File: src/rtl/stream_rr_arbiter.sv
// stream_rr_arbiter: N-channel valid/ready merge onto one registered stream,
// round-robin or fixed-priority selection with optional packet locking.
module stream_rr_arbiter #(
    parameter int N        = 4,
    parameter int W        = 32,
    parameter int MODE     = 0,
    parameter int LOCK_PKT = 1,
    localparam int IW      = $clog2(N)
) (
    input  logic           i_clk,
    input  logic           i_rst,
    input  logic [N-1:0]   i_valid,
    input  logic [N*W-1:0] i_data,
    input  logic [N-1:0]   i_last,
    output logic [N-1:0]   o_ready,
    output logic           o_valid,
    output logic [W-1:0]   o_data,
    output logic           o_last,
    output logic [IW-1:0]  o_src,
    input  logic           i_ready
);
    typedef enum logic {IDLE, LOCKED} state_t;

    state_t        state_q, state_d;
    logic [IW-1:0] owner_q, owner_d;
    logic [IW-1:0] ptr_q;
    logic [IW-1:0] sel, k;
    logic          found, load, accept, sel_last;
    logic [W-1:0]  sel_data;

    // No grants while reset is held, even though o_valid is already low.
    assign load   = !i_rst && (!o_valid || i_ready);
    assign accept = load && found;

    always_comb begin
        found = 1'b0;
        sel   = '0;
        k     = '0;
        if (state_q == LOCKED) begin
            found = i_valid[owner_q];
            sel   = owner_q;
        end else if (MODE == 1) begin
            for (int i = N - 1; i >= 0; i--) begin
                k = IW'(i);
                if (i_valid[k]) begin
                    found = 1'b1;
                    sel   = k;
                end
            end
        end else begin
            // Walk backwards so the smallest offset from ptr wins.
            for (int i = N - 1; i >= 0; i--) begin
                k = IW'((int'(ptr_q) + i) % N);
                if (i_valid[k]) begin
                    found = 1'b1;
                    sel   = k;
                end
            end
        end
    end

    always_comb begin
        sel_data = '0;
        sel_last = 1'b0;
        o_ready  = '0;
        for (int i = 0; i < N; i++) begin
            if (IW'(i) == sel) begin
                sel_data = i_data[i*W +: W];
                sel_last = i_last[i];
            end
        end
        if (accept) begin
            o_ready[sel] = 1'b1;
        end
    end

    always_comb begin
        state_d = state_q;
        owner_d = owner_q;
        if (LOCK_PKT != 0 && accept) begin
            state_d = sel_last ? IDLE : LOCKED;
            owner_d = sel;
        end
    end

    always_ff @(posedge i_clk) begin
        if (i_rst) begin
            state_q <= IDLE;
            owner_q <= '0;
            ptr_q   <= '0;
            o_valid <= 1'b0;
            o_data  <= '0;
            o_last  <= 1'b0;
            o_src   <= '0;
        end else begin
            state_q <= state_d;
            owner_q <= owner_d;
            if (accept) begin
                ptr_q <= (sel == IW'(N - 1)) ? '0 : sel + 1'b1;
            end
            if (load) begin
                o_valid <= found;
                if (found) begin
                    o_data <= sel_data;
                    o_last <= sel_last;
                    o_src  <= sel;
                end
            end
        end
    end
endmodule

File: config.mk
export PLATFORM = sky130hd
export DESIGN_NAME = stream_rr_arbiter
export DESIGN_NICKNAME = d
export VERILOG_FILES = /design/src/rtl/stream_rr_arbiter.sv
export SDC_FILE = /design/constraint.sdc
export NUM_CORES = 1
export LEC_CHECK = 0
export CELL_PAD_IN_SITES_DETAIL_PLACEMENT = 0
export CELL_PAD_IN_SITES_GLOBAL_PLACEMENT = 1
export CORE_MARGIN = 1
export CORE_UTILIZATION = 26
export DETAILED_ROUTE_END_ITERATION = 16
export PLACE_DENSITY_LB_ADDON = 0.15
export SKIP_LAST_GASP = 1
export SLEW_MARGIN = 0
export SYNTH_ARGS = -nofsm -noshare
export SYNTH_HDL_FRONTEND = slang
export SYNTH_SLANG_ARGS = --single-unit
export TNS_END_PERCENT = 100
File: constraint.sdc
create_clock -name i_clk -period 4.81 [get_ports i_clk]
set_input_delay 0.962 -clock i_clk [delete_from_list [all_inputs] [get_ports i_clk]]
set_output_delay 0.962 -clock i_clk [all_outputs]
set_load 0.01 [all_outputs]
==> run metrics <==
critical-path cell list=clkdlybuf4s50_1, or4_1, nor2_1, and4bb_2, and3_1, clkdlybuf4s50_1; 1st-iter DRT viols=92; GPL Wtd Cong=0.7281; top cell type by total area after synthesis=dfxtp_1; top-area cell type share of the netlist area=29.55%; Seq/Total Area, Yosys=29.55%; Slew @ Worst Pin=around 0.82 ns; Crit Path Max Fanout=16; CTS Buf Count=5; RR Endpoint=o_data[7]; Hold Path Cell Cnt=2; drt drc=0; CP Launch Type=input pin; clock-pin slew on the worst setup and hold paths=0.07 ns; PwrDens=630.5 mW/mm^2; GRT Total Usage=18.63%; total congestion overflow=0; most frequent CP cell=clkdlybuf4s50_1; Synth Instances=329; Layout area overhead=71.97%; Detailed Place HPWL=6980 um; crit path time final=4.250 ns; CTS root buf=clkbuf_8; final WL=9791 um; slowest stage delay, CP=0.54 ns; CP Buf/Inv Count=2; io pins=179; drt first pass iters=4; P_leak=1.610 nW; fraction of layout cells with a size suffix above 1=9.465%; RSZ-0062 raised after global routing=false; FF-to-FF Start=ptr_q[1]; vias in the first global route=3024; max_cap viols=0; Die Span Y=102.8 um; top-count cell post-synth=nor3_1; Slew Limit Fails=0; Post-CTS Hold Fix Bufs=0; Setup Viol. Count Final=0; # clock sinks=39; Worst setup EP type=output port; Final Hold Fails=0; min-delay src=o_data[23]; post-DR vias/cell=4.960; CP required=between 3 and 4 ns; Yosys cell types=33; Seq cells post-synth=39; hold endpoint=o_data[23]; Most used DFF post-synth=dfxtp_1; top cells by count, synth=nor3_1, dfxtp_1, nor2_1; DR WL/cell=15.82 um; CP arrival=3.29 ns; FF-to-FF path depth=12; detailed-route via count=3070; # Post-CTS Setup Buffers=0; post-route clock period utilization=between 80% and 90%; HP Class=reg -> reg; Post-Syn Area=around 0.0026 mm^2; cts repair resizes=0; Die X=102.8 um; nets@finish=between 600 and 700; Syn Nets=between 400 and 500; Setup CP Type=in -> out; CTS tree=done; Critical-path top delay cell=or4_1; largest net degree at the start of global routing=67; H-Tree Depth=2; Top delay family on crit path=simple AND/OR/NAND/NOR gates; Core ar.=about 0.0098 mm^2; later-pin clock latency in the skew report=just under 0.3 ns; asr flop ratio synth=0%; fmax=0.2353 GHz; ANT nets after route=0; Post-synth EDFFs=0; Max VDD drop=roughly 290 uV; initial core utilization=26.91%; I/O Buffers=178; R2R setup slack=1.77 ns; Max clock buf depth=2; die area=0.01057 mm^2; Rel. slew slack=45.52%; TNS Setup=0 ns; hold slack=0.4910 ns; Diodes inserted=0; status=finished clean; Synth Area per Inst=approximately 8.0 um^2; Synth area leaders=dfxtp_1, a221oi_1, a211oi_1; final setup margin=0.5597 ns; antenna violations before repair=0; skew final=0.002867 ns; synth warn=0; dpl ws=between 0.5 and 0.6 ns; first-pass GRT wire length=roughly 15000 um; Cell Rows=36
==> sequential cells by signal (all words and copies together) (netlist names) <==
name and cells:
o_data 32, o_valid 1, o_src 2, o_last 1
state_q 1, ptr_q 2
==> area by class of cell <==
class / count / area (um^2)
fill: 1040 / 5275
inverter: 7 / 26.28
sequential: 39 / 780.7
clock buffer: 6 / 72.57
multi-input combinational: 248 / 1662
timing repair buffer: 186 / 1837
tap: 133 / 166.4
==> layout by cell type, fill, tap and decap left out, drive strengths merged <==
| cell | instances |
|---|---|
| nand2b | 3 |
| and3 | 5 |
| nor2b | 34 |
| nor3 | 62 |
| a221oi | 32 |
| a21oi | 9 |
| clkdlybuf4s50 | 177 |
| nand2 | 11 |
| o31a | 1 |
| a21o | 1 |
| o31ai | 1 |
| or4 | 1 |
| buf | 9 |
| and4bb | 1 |
| clkbuf | 6 |
| nand3b | 1 |
| o2111a | 1 |
| dfxtp | 39 |
| nand4bb | 1 |
| nor2 | 37 |
| ha | 4 |
| inv | 7 |
| a211o | 1 |
| o211a | 1 |
| o21ai | 3 |
| nand3 | 1 |
| o311ai | 1 |
| a211oi | 34 |
| o211ai | 2 |
==> through the flow <==
stage / cells / utilization, % / instance area, um^2 / power [mW]
floorplan: 329 / - / 2643 / 1.983
global placement: 613 / 45.54 / 4472 / 2.674
detailed placement: 613 / 45.54 / 4472 / 2.694
CTS: 619 / 46.28 / 4544 / 2.916
global route: 619 / 46.28 / 4544 / 3.136
finish: 619 / 46.28 / 4544 / 2.865
==> layer usage <==
metal  global-route usage, %  vias to the layer above  wire length [um]
li1                        -                     1542                 -
met1                   20.44                     1390              3941
met2                   33.79                      127              4667
met3                   6.441                       11              1029
met4                   5.525                        0               153
met5                       0                        -                 0
==> kinds of logic after synthesis <==
logic type	after synthesis	share of synthesized area, %
compound gates	87	26.18
buf+inv	42	8.049
simple gates	157	34.33
fa+ha+maj	4	1.894
flops	39	29.55
==> report_power, final <==
part / internal, mW / switching (mW) / total [mW]
Sequential: 0.491 / 0.0970 / 0.588
Clock: 0.0969 / 0.113 / 0.210
Combinational: 0.983 / 1.08 / 2.07
Total: 1.57 / 1.29 / 2.87
==> worst max path at each step <==
stage	startpoint	end	slack (ns)	depth (start not counted)
after floorplan	i_valid[0]	o_ready[2]	1.29	9
after global placement	i_valid[2]	o_ready[1]	0.62	6
after detailed placement	i_valid[0]	o_data[7]	0.57	13
after CTS	i_valid[3]	o_ready[2]	0.57	6
after global routing	i_valid[0]	o_ready[0]	0.44	8
final	i_valid[3]	o_ready[2]	0.56	6
==> worst min-delay path: cells and delay by family, from the launching register on <==
family	cells	cell delay (ns)
AND/OR/NAND/NOR	2	0.13
flip-flops	1	0.31
Note: power is estimated with default switching activity, not from simulation.
